File: src/rtl/ctrl_uplink_arbiter_pkg.sv
// ---------------------------------------------------------------------------
// ctrl_uplink_arbiter_pkg
// Shared parameters and types for the control uplink arbiter: default message
// width, where the header field sits inside a message, the header code of a
// result message, and the arbiter FSM state type.
// ---------------------------------------------------------------------------
package ctrl_uplink_arbiter_pkg;

    localparam int CTRL_FIFO_WIDTH = 64;
    localparam int MSG_HEADER_MSB  = 63;
    localparam int MSG_HEADER_LSB  = 56;
    localparam int MSG_HEADER_W    = MSG_HEADER_MSB - MSG_HEADER_LSB + 1;

    localparam logic [MSG_HEADER_W-1:0] HEADER_RESULT = 8'hA5;

    typedef enum logic {
        ARB_IDLE = 1'b0,
        ARB_SEND = 1'b1
    } arb_state_e;

    function automatic logic is_result_header(input logic [MSG_HEADER_W-1:0] hdr);
        return hdr == HEADER_RESULT;
    endfunction

endpackage

File: src/rtl/ctrl_uplink_arbiter_if.sv
// ---------------------------------------------------------------------------
// ctrl_uplink_arbiter_if
// Bundles every non-clock/reset signal of the uplink arbiter.
//   data_from_children  : NUM_CHILDREN packed messages, child i in slice i
//   valid_from_children : per-child valid
//   ready_from_children : per-child ready (arbiter -> child)
//   data_to_root        : merged message stream
//   valid_to_root       : merged valid
//   ready_to_root       : root controller ready
//   clear_results       : one-cycle clear of the result counter
//   all_results         : one-cycle pulse when every child reported a result
//   uplink_busy         : a message is held anywhere in the arbiter
// Modport slave is the arbiter's view, master the environment's view.
// ---------------------------------------------------------------------------
interface ctrl_uplink_arbiter_if #(
    parameter int NUM_CHILDREN    = 4,
    parameter int CTRL_FIFO_WIDTH = ctrl_uplink_arbiter_pkg::CTRL_FIFO_WIDTH
);
    logic [NUM_CHILDREN*CTRL_FIFO_WIDTH-1:0] data_from_children;
    logic [NUM_CHILDREN-1:0]                 valid_from_children;
    logic [NUM_CHILDREN-1:0]                 ready_from_children;
    logic [CTRL_FIFO_WIDTH-1:0]              data_to_root;
    logic                                    valid_to_root;
    logic                                    ready_to_root;
    logic                                    clear_results;
    logic                                    all_results;
    logic                                    uplink_busy;

    modport slave (
        input  data_from_children, valid_from_children, ready_to_root, clear_results,
        output ready_from_children, data_to_root, valid_to_root, all_results, uplink_busy
    );

    modport master (
        output data_from_children, valid_from_children, ready_to_root, clear_results,
        input  ready_from_children, data_to_root, valid_to_root, all_results, uplink_busy
    );
endinterface

File: src/rtl/ctrl_msg_fifo.sv
// ---------------------------------------------------------------------------
// ctrl_msg_fifo
// Per-child message buffer, DEPTH entries (power of two, >= 2).
//   clk, reset : clock, asynchronous active-low reset
//   push_i     : write data_i (ignored when full)
//   data_i     : message to write
//   pop_i      : drop the head entry (ignored when empty)
//   head_o     : oldest stored message
//   empty_o    : no entries stored
//   full_o     : all entries in use
// A push and a pop in the same cycle both take effect when not full.
// ---------------------------------------------------------------------------
module ctrl_msg_fifo #(
    parameter int WIDTH = 64,
    parameter int DEPTH = 2
) (
    input  logic             clk,
    input  logic             reset,
    input  logic             push_i,
    input  logic [WIDTH-1:0] data_i,
    input  logic             pop_i,
    output logic [WIDTH-1:0] head_o,
    output logic             empty_o,
    output logic             full_o
);
    localparam int PW = $clog2(DEPTH);

    logic [WIDTH-1:0] mem_q [DEPTH];
    logic [PW-1:0]    wr_ptr_q, wr_ptr_d;
    logic [PW-1:0]    rd_ptr_q, rd_ptr_d;
    logic [PW:0]      count_q, count_d;
    logic             do_push, do_pop;

    assign empty_o = (count_q == '0);
    assign full_o  = (count_q == (PW+1)'(DEPTH));
    assign head_o  = mem_q[rd_ptr_q];
    assign do_push = push_i && !full_o;
    assign do_pop  = pop_i && !empty_o;

    // Pointers wrap naturally because DEPTH is a power of two.
    always_comb begin
        wr_ptr_d = wr_ptr_q;
        rd_ptr_d = rd_ptr_q;
        count_d  = count_q;
        if (do_push) wr_ptr_d = wr_ptr_q + 1'b1;
        if (do_pop)  rd_ptr_d = rd_ptr_q + 1'b1;
        case ({do_push, do_pop})
            2'b10:   count_d = count_q + 1'b1;
            2'b01:   count_d = count_q - 1'b1;
            default: count_d = count_q;
        endcase
    end

    always_ff @(posedge clk or negedge reset) begin
        if (!reset) begin
            wr_ptr_q <= '0;
            rd_ptr_q <= '0;
            count_q  <= '0;
        end else begin
            wr_ptr_q <= wr_ptr_d;
            rd_ptr_q <= rd_ptr_d;
            count_q  <= count_d;
        end
    end

    // Storage carries no reset: an entry is only observable once counted.
    always_ff @(posedge clk) begin
        if (do_push) mem_q[wr_ptr_q] <= data_i;
    end
endmodule

File: src/rtl/ctrl_uplink_arbiter.sv
// ---------------------------------------------------------------------------
// ctrl_uplink_arbiter
// Merges NUM_CHILDREN child control-message streams into one stream towards
// the root controller. Each child has its own ctrl_msg_fifo; a round-robin
// arbiter moves buffered heads into a single output register. Result
// messages (header == HEADER_RESULT) are counted, and all_results pulses once
// NUM_CHILDREN of them have been forwarded.
//   clk   : sole clock, rising edge
//   reset : asynchronous, active-low
//   bus   : ctrl_uplink_arbiter_if.slave (child/root handshakes, counter
//           clear, all_results, uplink_busy)
// ---------------------------------------------------------------------------
module ctrl_uplink_arbiter #(
    parameter int NUM_CHILDREN    = 4,
    parameter int CTRL_FIFO_WIDTH = ctrl_uplink_arbiter_pkg::CTRL_FIFO_WIDTH,
    parameter int BUF_DEPTH       = 2
) (
    input  logic                  clk,
    input  logic                  reset,
    ctrl_uplink_arbiter_if.slave  bus
);
    import ctrl_uplink_arbiter_pkg::*;

    localparam int IDX_W = $clog2(NUM_CHILDREN);
    localparam int CNT_W = $clog2(NUM_CHILDREN + 1);

    logic [NUM_CHILDREN-1:0]    buf_empty, buf_full, buf_push, buf_pop;
    logic [NUM_CHILDREN-1:0]    child_ready;
    logic [CTRL_FIFO_WIDTH-1:0] buf_head [NUM_CHILDREN];

    logic                       rdy_en_q;
    arb_state_e                 state_q, state_d;
    logic [CTRL_FIFO_WIDTH-1:0] out_q, out_d;
    logic [IDX_W-1:0]           last_q, last_d;
    logic [CNT_W-1:0]           cnt_q, cnt_d;
    logic                       all_q, all_d;

    logic                       grant_vld;
    logic [IDX_W-1:0]           grant_idx;
    logic                       root_hs;
    logic                       counted;

    // Ready comes only from buffer occupancy and a post-reset enable flop, so
    // it is held low throughout reset and has no path from ready_to_root.
    assign child_ready             = ~buf_full & {NUM_CHILDREN{rdy_en_q}};
    assign bus.ready_from_children = child_ready;
    assign buf_push                = bus.valid_from_children & child_ready;

    for (genvar g = 0; g < NUM_CHILDREN; g++) begin : g_buf
        ctrl_msg_fifo #(
            .WIDTH (CTRL_FIFO_WIDTH),
            .DEPTH (BUF_DEPTH)
        ) u_fifo (
            .clk     (clk),
            .reset   (reset),
            .push_i  (buf_push[g]),
            .data_i  (bus.data_from_children[g*CTRL_FIFO_WIDTH +: CTRL_FIFO_WIDTH]),
            .pop_i   (buf_pop[g]),
            .head_o  (buf_head[g]),
            .empty_o (buf_empty[g]),
            .full_o  (buf_full[g])
        );
    end

    // Round-robin: first non-empty buffer searching upward from last_grant+1.
    always_comb begin : p_grant
        int cand;
        cand      = 0;
        grant_vld = 1'b0;
        grant_idx = '0;
        for (int k = 0; k < NUM_CHILDREN; k++) begin
            cand = int'(last_q) + 1 + k;
            if (cand >= NUM_CHILDREN) cand = cand - NUM_CHILDREN;
            if (!grant_vld && !buf_empty[cand]) begin
                grant_vld = 1'b1;
                grant_idx = IDX_W'(cand);
            end
        end
    end

    assign root_hs = (state_q == ARB_SEND) && bus.ready_to_root;

    // The output register may be refilled whenever it is empty or is being
    // drained this cycle, which gives one message per cycle back-to-back.
    always_comb begin
        state_d = state_q;
        out_d   = out_q;
        last_d  = last_q;
        buf_pop = '0;
        if (state_q == ARB_IDLE || root_hs) begin
            if (grant_vld) begin
                out_d              = buf_head[grant_idx];
                buf_pop[grant_idx] = 1'b1;
                last_d             = grant_idx;
                state_d            = ARB_SEND;
            end else begin
                state_d = ARB_IDLE;
            end
        end
    end

    assign counted = root_hs && is_result_header(out_q[MSG_HEADER_MSB:MSG_HEADER_LSB]);

    // A clear coinciding with a counted handshake keeps that one result.
    always_comb begin
        cnt_d = cnt_q;
        all_d = 1'b0;
        if (bus.clear_results) begin
            cnt_d = counted ? CNT_W'(1) : '0;
        end else if (counted) begin
            if (cnt_q == CNT_W'(NUM_CHILDREN - 1)) begin
                cnt_d = '0;
                all_d = 1'b1;
            end else begin
                cnt_d = cnt_q + 1'b1;
            end
        end
    end

    always_ff @(posedge clk or negedge reset) begin
        if (!reset) begin
            rdy_en_q <= 1'b0;
            state_q  <= ARB_IDLE;
            out_q    <= '0;
            last_q   <= IDX_W'(NUM_CHILDREN - 1);
            cnt_q    <= '0;
            all_q    <= 1'b0;
        end else begin
            rdy_en_q <= 1'b1;
            state_q  <= state_d;
            out_q    <= out_d;
            last_q   <= last_d;
            cnt_q    <= cnt_d;
            all_q    <= all_d;
        end
    end

    assign bus.valid_to_root = (state_q == ARB_SEND);
    assign bus.data_to_root  = out_q;
    assign bus.all_results   = all_q;
    assign bus.uplink_busy   = (state_q == ARB_SEND) || !(&buf_empty);
endmodule

File: src/flat_wrapper.sv
// flat-port wrapper written by rule: the top's interface ports become plain ports
module ctrl_uplink_arbiter_flat import ctrl_uplink_arbiter_pkg::*;
#(
    parameter int NUM_CHILDREN    = 4,
    parameter int CTRL_FIFO_WIDTH = ctrl_uplink_arbiter_pkg::CTRL_FIFO_WIDTH,
    parameter int BUF_DEPTH       = 2
)
  (clk, reset, bus_data_from_children, bus_valid_from_children, bus_ready_to_root, bus_clear_results, bus_ready_from_children, bus_data_to_root, bus_valid_to_root, bus_all_results, bus_uplink_busy);
  ctrl_uplink_arbiter_if #(.NUM_CHILDREN(NUM_CHILDREN), .CTRL_FIFO_WIDTH(CTRL_FIFO_WIDTH)) bus_i ();
  input  logic clk;
  input  logic reset;
  input wire logic [$bits(bus_i.data_from_children)-1:0] bus_data_from_children;
  input wire logic [$bits(bus_i.valid_from_children)-1:0] bus_valid_from_children;
  input wire logic [$bits(bus_i.ready_to_root)-1:0] bus_ready_to_root;
  input wire logic [$bits(bus_i.clear_results)-1:0] bus_clear_results;
  output wire logic [$bits(bus_i.ready_from_children)-1:0] bus_ready_from_children;
  output wire logic [$bits(bus_i.data_to_root)-1:0] bus_data_to_root;
  output wire logic [$bits(bus_i.valid_to_root)-1:0] bus_valid_to_root;
  output wire logic [$bits(bus_i.all_results)-1:0] bus_all_results;
  output wire logic [$bits(bus_i.uplink_busy)-1:0] bus_uplink_busy;
  assign bus_i.data_from_children = bus_data_from_children;
  assign bus_i.valid_from_children = bus_valid_from_children;
  assign bus_i.ready_to_root = bus_ready_to_root;
  assign bus_i.clear_results = bus_clear_results;
  assign bus_ready_from_children = bus_i.ready_from_children;
  assign bus_data_to_root = bus_i.data_to_root;
  assign bus_valid_to_root = bus_i.valid_to_root;
  assign bus_all_results = bus_i.all_results;
  assign bus_uplink_busy = bus_i.uplink_busy;
  ctrl_uplink_arbiter #(.NUM_CHILDREN(NUM_CHILDREN), .CTRL_FIFO_WIDTH(CTRL_FIFO_WIDTH), .BUF_DEPTH(BUF_DEPTH)) u_core (.clk(clk), .reset(reset), .bus(bus_i));
endmodule
File: config.mk
export PLATFORM = sky130hd
export DESIGN_NAME = ctrl_uplink_arbiter_flat
export DESIGN_NICKNAME = d
export VERILOG_FILES = /design/src/rtl/ctrl_uplink_arbiter_pkg.sv /design/src/rtl/ctrl_uplink_arbiter_if.sv /design/src/rtl/ctrl_msg_fifo.sv /design/src/rtl/ctrl_uplink_arbiter.sv /design/src/flat_wrapper.sv
export SDC_FILE = /design/constraint.sdc
export NUM_CORES = 1
export LEC_CHECK = 0
export BUFFER_PORTS_ARGS = -buffer_cell sky130_fd_sc_hd__buf_4
export CAP_MARGIN = 30
export CELL_PAD_IN_SITES_DETAIL_PLACEMENT = 0
export CELL_PAD_IN_SITES_GLOBAL_PLACEMENT = 1
export CORE_ASPECT_RATIO = 0.7
export CORE_MARGIN = 4
export CORE_UTILIZATION = 45
export CTS_BUF_LIST = sky130_fd_sc_hd__clkbuf_4
export DETAILED_ROUTE_END_ITERATION = 7
export GPL_TIMING_DRIVEN = 0
export PLACE_DENSITY_LB_ADDON = 0.1
export SLEW_MARGIN = 20
export SYNTH_ARGS = -nofsm -noshare
export SYNTH_HDL_FRONTEND = slang
export SYNTH_SLANG_ARGS = --single-unit
File: constraint.sdc
create_clock -name clk -period 4.4 [get_ports clk]
set_input_delay 0.88 -clock clk [delete_from_list [all_inputs] [get_ports clk]]
set_output_delay 0.88 -clock clk [all_outputs]
set_load 0.05 [all_outputs]
### Word-level counts from Yosys, hierarchy flattened

Memories as Yosys holds them, arrays and structs flattened.
Cells that the tools add are included.

| word-level totals | value |
|---|---|
| register bits | 88 |
| memory bits (writable) | 512 |
| bits of input ports | 264 |
| output and inout bits | 71 |
| word-level logic and storage cells | 169 |
| memories kept | 4 |

Memory list:

| memory | depth | bits a word | rd ports | clocked after Yosys merged registers in | write ports | RTL line | source |
|---|---|---|---|---|---|---|---|
| u_core.g_buf[0].u_fifo.mem_q | 2 | 64 | 1 | 0 | 1 | ctrl_msg_fifo.sv:28 | `logic [WIDTH-1:0] mem_q [DEPTH];` |
| u_core.g_buf[1].u_fifo.mem_q | 2 | 64 | 1 | 0 | 1 | ctrl_msg_fifo.sv:28 |  |
| u_core.g_buf[2].u_fifo.mem_q | 2 | 64 | 1 | 0 | 1 | ctrl_msg_fifo.sv:28 |  |
| u_core.g_buf[3].u_fifo.mem_q | 2 | 64 | 1 | 0 | 1 | ctrl_msg_fifo.sv:28 |  |

| cells by class | value |
|---|---|
| add/subtract/negate cells | 25 |
| order comparisons | 11 |
| equal/unequal tests | 14 |
| mux-type cells | 51 |
| bitwise logic cells | 5 |
| reduce and logical (&&, ||, !) cells | 41 |

Operators with widths:

| kind | number |
|---|---|
| 64-bit binary-select mux with 2-bit select | 1 |
| 32-bit by 4-bit >= comparator with 1-bit output, second input constant | 4 |
| 32-bit by 4-bit less-than comparator with 1-bit output, second input constant | 4 |
| 32-bit two-way mux | 4 |
| 64-bit two-way mux | 2 |
| 32-bit by 4-bit subtractor with 32-bit output, second input constant | 4 |
| 32-bit by 3-bit adder with 32-bit output, second input constant | 2 |
| 32-bit by 2-bit adder with 32-bit output, second input constant | 1 |
| 1-bit two-way mux | 26 |
| 2-bit equality test, second input constant | 8 |
| 2-bit one-hot mux with 2 select lines | 4 |
| 1-bit logical AND | 14 |
| 1-bit zero test | 14 |
| 2-bit nonzero test | 5 |
| 3-bit two-way mux | 3 |
| 1-bit adder, second input constant | 8 |
| 2-bit by 1-bit adder with 2-bit output, second input constant | 4 |
| 4-bit bitwise AND | 2 |
| 1-bit binary-select mux with 2-bit select | 4 |
| 2-bit by 1-bit equality test with 1-bit output, second input constant | 4 |
| 8-bit equality test, second input constant | 1 |
| 2-bit zero test | 4 |
| 2-bit two-way mux | 4 |
| 4-bit two-way mux | 2 |
| other kinds (14) | 18 |

### Longest topological paths before layout

| depth | value |
|---|---|
| depth in word-level cells | 25 |
| mapped depth | 11 |
| gate-level depth less buffers | 8 |

### Modules after synthesis

Synthesis repeated with hierarchy kept, for this count alone.

| second synthesis, totals | value |
|---|---|
| cells, all modules | 1438 |
| area total of the unflattened synthesis | 25159.1 um^2 |

Modules (own cells, without submodules):

| module | times used | cells each | area an instance (um^2) |
|---|---|---|---|
| ctrl_msg_fifo | 4 | 217 | 5018.6 |
| ctrl_uplink_arbiter | 1 | 570 | 5084.9 |

### Least setup slack after synthesis

OpenSTA, ideal clock, no wires.

| path | value |
|---|---|
| path kind | register -> register |
| start point | register u_core.g_buf[0].u_fifo.count_q[0] |
| end point | memory u_core.g_buf[0].u_fifo.mem_q[0][0] (enable) |
| library setup time | 0.487 ns |
| arrival time | 4.807 ns |
| required time | 3.913 ns |
| path slack | -0.894 ns |
| stages on the path, launching flop included | 6 |
| cells stage by stage | dfrtp_1 > buf_2 > inv_1 > a21boi_0 > nand2_1 > nor2_1 |

| between the ends | value |
|---|---|
| cells in the longest elaborated chain, start to end | 7 |
| elaborated cells between the ends (all ways) | 8 |
| classes of those cells | eq/ne: 1; mux: 2; bitwise: 3; reduce/logical: 2 |

Ends and longest elaborated chain:

| item | RTL line | source |
|---|---|---|
| start: declaration | ctrl_msg_fifo.sv:31 | `logic [PW:0] count_q, count_d;` |
| start signal: assignment | ctrl_msg_fifo.sv:62 | `count_q <= count_d;` |
| 2-bit equality test | ctrl_msg_fifo.sv:35 | `assign full_o = (count_q == (PW+1)'(DEPTH));` |
| 4-bit NOT | ctrl_uplink_arbiter.sv:45 | `assign child_ready = ~buf_full & {NUM_CHILDREN{rdy_en_q}};` |
| 4-bit bitwise AND | ctrl_uplink_arbiter.sv:45 |  |
| named net bus_ready_from_children[0] | flat_wrapper.sv:16 | `output wire logic [$bits(bus_i.ready_from_children)-1:0] bus_ready_from_children;` |
| 4-bit bitwise AND | ctrl_uplink_arbiter.sv:47 | `assign buf_push = bus.valid_from_children & child_ready;` |
| 1-bit logical AND | ctrl_msg_fifo.sv:37 | `assign do_push = push_i && !full_o;` |
| 1-bit two-way mux | ctrl_msg_fifo.sv:68 | `if (do_push) mem_q[wr_ptr_q] <= data_i;` |
| 1-bit two-way mux (not written as such) | ctrl_msg_fifo.sv:68 |  |
| end: declaration | ctrl_msg_fifo.sv:28 |  |

The timed path passes the listed nets, and every way through them passes these cells.

### Worst setup path after layout

| path | value |
|---|---|
| start point | register u_core.g_buf[1].u_fifo.count_q[1] |
| end point | register u_core.g_buf[1].u_fifo.count_q[1] |

| between the ends | value |
|---|---|
| cells in the longest elaborated chain, start to end | 22 |
| elaborated cells between the ends (all ways) | 50 |
| classes of those cells | add/sub: 2; order compare: 2; eq/ne: 3; mux: 25; bitwise: 3; reduce/logical: 15 |

Ends and longest elaborated chain:

| item | RTL line | source |
|---|---|---|
| start: declaration | ctrl_msg_fifo.sv:31 |  |
| start signal: assignment | ctrl_msg_fifo.sv:62 |  |
| 2-bit zero test (*) | ctrl_msg_fifo.sv:34 | `assign empty_o = (count_q == '0);` |
| 1-bit binary-select mux with 2-bit select | ctrl_uplink_arbiter.sv:74 | `if (!grant_vld && !buf_empty[cand]) begin` |
| 1-bit two-way mux (not written as such) (2 in series) | ctrl_uplink_arbiter.sv:74 |  |
| 1-bit zero test | ctrl_uplink_arbiter.sv:74 |  |
| 1-bit logical AND | ctrl_uplink_arbiter.sv:74 |  |
| 1-bit two-way mux | ctrl_uplink_arbiter.sv:74 |  |
| 1-bit zero test | ctrl_uplink_arbiter.sv:74 |  |
| 1-bit logical AND | ctrl_uplink_arbiter.sv:74 |  |
| (+6 left out) | n/a |  |
| 1-bit two-way mux (not written as such) | ctrl_uplink_arbiter.sv:93 | `buf_pop[grant_idx] = 1'b1;` |
| 1-bit demux with 2-bit select | n/a |  |
| 4-bit two-way mux | ctrl_uplink_arbiter.sv:91 | `if (grant_vld) begin` |
| 4-bit two-way mux | ctrl_uplink_arbiter.sv:90 | `if (state_q == ARB_IDLE \|\| root_hs) begin` |
| 1-bit logical AND (*) | ctrl_msg_fifo.sv:38 | `assign do_pop = pop_i && !empty_o;` |
| named net u_core.g_buf[1].u_fifo.do_pop | ctrl_msg_fifo.sv:32 | `logic do_push, do_pop;` |
| 2-bit by 1-bit equality test with 1-bit output or 2-bit equality test (tied branches) | ctrl_msg_fifo.sv:47 | `case ({do_push, do_pop})` |
| 2-bit one-hot mux with 2 select lines or 2-bit nonzero test (tied branches) | n/a |  |

The timed path passes the listed nets; every way through them passes the cells marked *. The select of a mux whose other input is x is not followed.
A chain may end at the register's enable or synchronous reset.

==> out/metrics.cfg <==
[logic_synthesis]
synth-edff-count=512
ys.flop_type=edfxtp_1
avgSynthCellArea_um2=18.07
synth_seq_area_share_pct=74.54
synth_largest_area_cell=edfxtp_1
synth_area_leaders=edfxtp_1 (65%), mux2i_1 (11%), dfrtp_1 (9.1%)
synth_seq_cells=600
synthArstFlopShare_pct=14.67
syn-cell-area_um2=23580
syn-instance-count=1305
synth_nets=1574
yosysWarnings=0
netlist.area_leader.share_pct=65.19
synthDistinctLibCells=45

[setup_path]
crit_start=u_core.g_buf[1].u_fifo.count_q[1]$_DFFE_PN0P_
r2r-start=u_core.g_buf[1].u_fifo.count_q[1]$_DFFE_PN0P_
cp_data_required_time_ns=5.16
crit_arrival_ns=4.08
critPathCaptureType=register
crit_type=reg2reg
cp-start-kind=register
path_max_fanout=10

[grt]
grt_max_degree=89
grt_pass1_vias=14503
gr-total-overflow=0
groute.usage.overall_pct=22.22
grt_pass1_wl_mm=91.26
antenna_found_initial=9

[cts]
cts_max_level=4
cts_resized=0
cts_made_buffers=148
cts-root-buf=clkbuf_4
clock_latency_ns=0.86
clock-sinks=600
cts_tree=built
path_clk_slew_ns=0.07
clock_path_buffers=3

[outcome]
status=completed

[route]
highest_layer=met5
antenna_left=0
dr.pass1.iters=5
dr_wl_met2_mm=30.01
drc=0
vias_per_cell=5.360
routed_wl_mm=63.41
dr_total_vias=13980
drt_iter0_drc=982
wl_met1_mm=28.02
wl_per_cell_um=24.31
wl_met3_mm=4.327

[power]
power.leakage_nw=11.25
power_w=0.02101
vdd_drop_max_mv=0.3137
p_per_area_nw_per_um2=714.9

[placement]
port_buffers=334
dpl.hpwl_mm=43.35
routabilityCongestion=0.7653

[run]
drv_cap=0

[final_layout]
synthToLayoutAreaGrowth_pct=24.61
drive_gt1_share_pct=34.44
regArea_um2=17580
multiInputGateArea_um2=5459
nFillCells=4176
fin_nets=2076
final_core_util_pct=57.30

[sta]
finalHoldViolCount=0
finalSetupViolations=0
finalCritPeriodShare_pct=75.30
rsz0062_at_grt=false
final_max_slew_viol_count=0
timing.final.crit_period_ns=3.313
max_slew_margin_pct=34.50
tightest_slew_ns=0.9825
max_freq_ghz=0.3018
skew_ns=0.04383

[floorplan]
coreArea_um2=51280
start_util_pct=45.99
placementRows=69
ios=335
die_y_um=199.5
die_width_um=281.6
die_area_um2=56190

[worst_hold_path]
min_from=bus_data_from_children[149]
hold_path.class=in2reg

==> cell usage in the layout, fill, tap and decap left out, types with 3 or more instances in the layout <==
cell / instances
buf_16: 8
inv_1: 4
buf_4: 339
o21ai_0: 5
and3_4: 4
xnor2_1: 12
nand2b_1: 5
a221o_1: 64
xor2_1: 8
nor2_1: 9
inv_2: 3
dfrtp_1: 86
nor2_4: 4
buf_8: 5
buf_12: 10
clkinv_1: 28
ha_1: 5
clkbuf_4: 236
nand2_1: 8
a221oi_1: 64
buf_6: 15
a21oi_1: 3
mux2i_1: 256
clkbuf_1: 46
a21boi_0: 4
nor2b_1: 65
edfxtp_1: 512
clkinvlp_4: 3
diode_2: 3
a2111oi_0: 62
buf_2: 22
and3_1: 3
==> cells by family (layout without fill, tap and decap cells) <==
kind of cell / count (synthesis) / in the layout / synth area share (%)
other: 1 / 4 / 0.01590
multiplexers: 256 / 256 / 10.87
AND/OR/NAND/NOR: 114 / 114 / 2.950
adder cells (fa/ha/maj): 5 / 5 / 0.2653
XOR/XNOR: 20 / 20 / 0.7428
buffers and inverters: 98 / 724 / 2.525
flip-flops: 600 / 600 / 74.54
AO/OA/AOI/OAI: 211 / 211 / 8.096
==> state kept, by name, indices dropped and copies added (netlist names) <==
name                          flops
u_core.last_q                     2
u_core.bus.data_to_root          64
u_core.g_buf.u_fifo.mem_q       512
u_core.rdy_en_q                   1
u_core.cnt_q                      3
u_core.bus.all_results            1
u_core.g_buf.u_fifo.count_q       8
u_core.bus.valid_to_root          1
u_core.g_buf.u_fifo.rd_ptr_q      4
u_core.g_buf.u_fifo.wr_ptr_q      4
==> final cells by class <==
type | count | share of cell area, %
Sequential cell | 600 | 59.82
Multi-Input combinational cell | 607 | 18.58
Timing Repair Buffer | 352 | 9.942
Clock buffer | 236 | 6.029
Tap cell | 674 | 2.870
Buffer | 94 | 1.976
Clock inverter | 38 | 0.7110
Inverter | 4 | 0.05109
Antenna cell | 3 | 0.02555
==> through the flow <==
step	setup WS (ns)	instances	setup TNS (ns)	instance area, um^2	hold slack (ns)
after floorplan	0.1704	1305	0	23590	0.4587
after global placement	-0.6160	2313	-109.61	26940	0.4765
after detailed placement	0.7171	2329	0	27360	0.4905
after CTS	1.031	2603	0	29340	0.08889
after global routing	0.8982	2607	0	29380	0.09995
final	1.087	2608	0	29390	0.2002
==> routing by layer <==
metal,track usage (%),up-vias
met5,0,-
met4,6.027,12
met3,6.727,92
met2,35.53,441
met1,29.93,7013
li1,-,6422
==> path summary, 6_finish.rpt <==
kind	slack (ns)	cells after the start	end
worst max register to register	1.09	9	u_core.g_buf[1].u_fifo.count_q[1]$_DFFE_PN0P_
worst max-delay path	1.09	9	u_core.g_buf[1].u_fifo.count_q[1]$_DFFE_PN0P_
worst min register to register	0.50	1	u_core.g_buf[2].u_fifo.count_q[1]$_DFFE_PN0P_
min in group asynchronous	0.51	2	u_core.bus.data_to_root[56]$_DFFE_PN0P_
worst min-delay path	0.20	1	u_core.g_buf[2].u_fifo.mem_q[1][21]$_DFFE_PP_
max in group asynchronous	3.17	3	u_core.last_q[0]$_DFFE_PN1P_
==> cell usage after synthesis, types with 2 or more instances <==
library cell / n
buf_6: 14
a221o_1: 64
inv_1: 4
a2111oi_1: 2
o21a_1: 2
nand3_1: 2
buf_8: 5
ha_1: 5
a21oi_1: 3
xor2_1: 8
nor2b_1: 65
edfxtp_1: 512
nor3_2: 2
mux2i_1: 256
a2111oi_0: 62
and3_1: 7
a221oi_1: 64
buf_4: 6
dfrtp_1: 86
nor4_1: 2
buf_2: 22
a21boi_0: 4
nor2_1: 13
and2_4: 2
nand2_1: 8
nand2b_1: 5
clkbuf_1: 46
o21ai_0: 5
dfstp_2: 2
xnor2_1: 12
==> timing repair <==
action                                 4_1_cts  5_1_grt
buffers inserted                             0        0
endpoints found under the hold margin        0       38
hold buffers                                 0        1
==> power breakdown <==
part | total [W] | internal, W | switching [W] | leakage, nW
logic | 0.00854 | 0.00323 | 0.00531 | 4.33
registers | 0.00769 | 0.00727 | 0.000422 | 5.75
clock network | 0.00478 | 0.00255 | 0.00222 | 1.18
total | 0.0210 | 0.0131 | 0.00796 | 11.3
==> worst max-delay path: stages, from the launching register on <==
cell and delay (ns):
dfrtp_1 0.48, nor4_4 0.37, nand3_1 0.13, nand2_1 0.40
clkbuf_1 0.66, buf_2 0.46, nor3_2 0.10, ha_1 0.34
nor2_1 0.14, xor2_1 0.15
(Power assumes the default switching activity.)
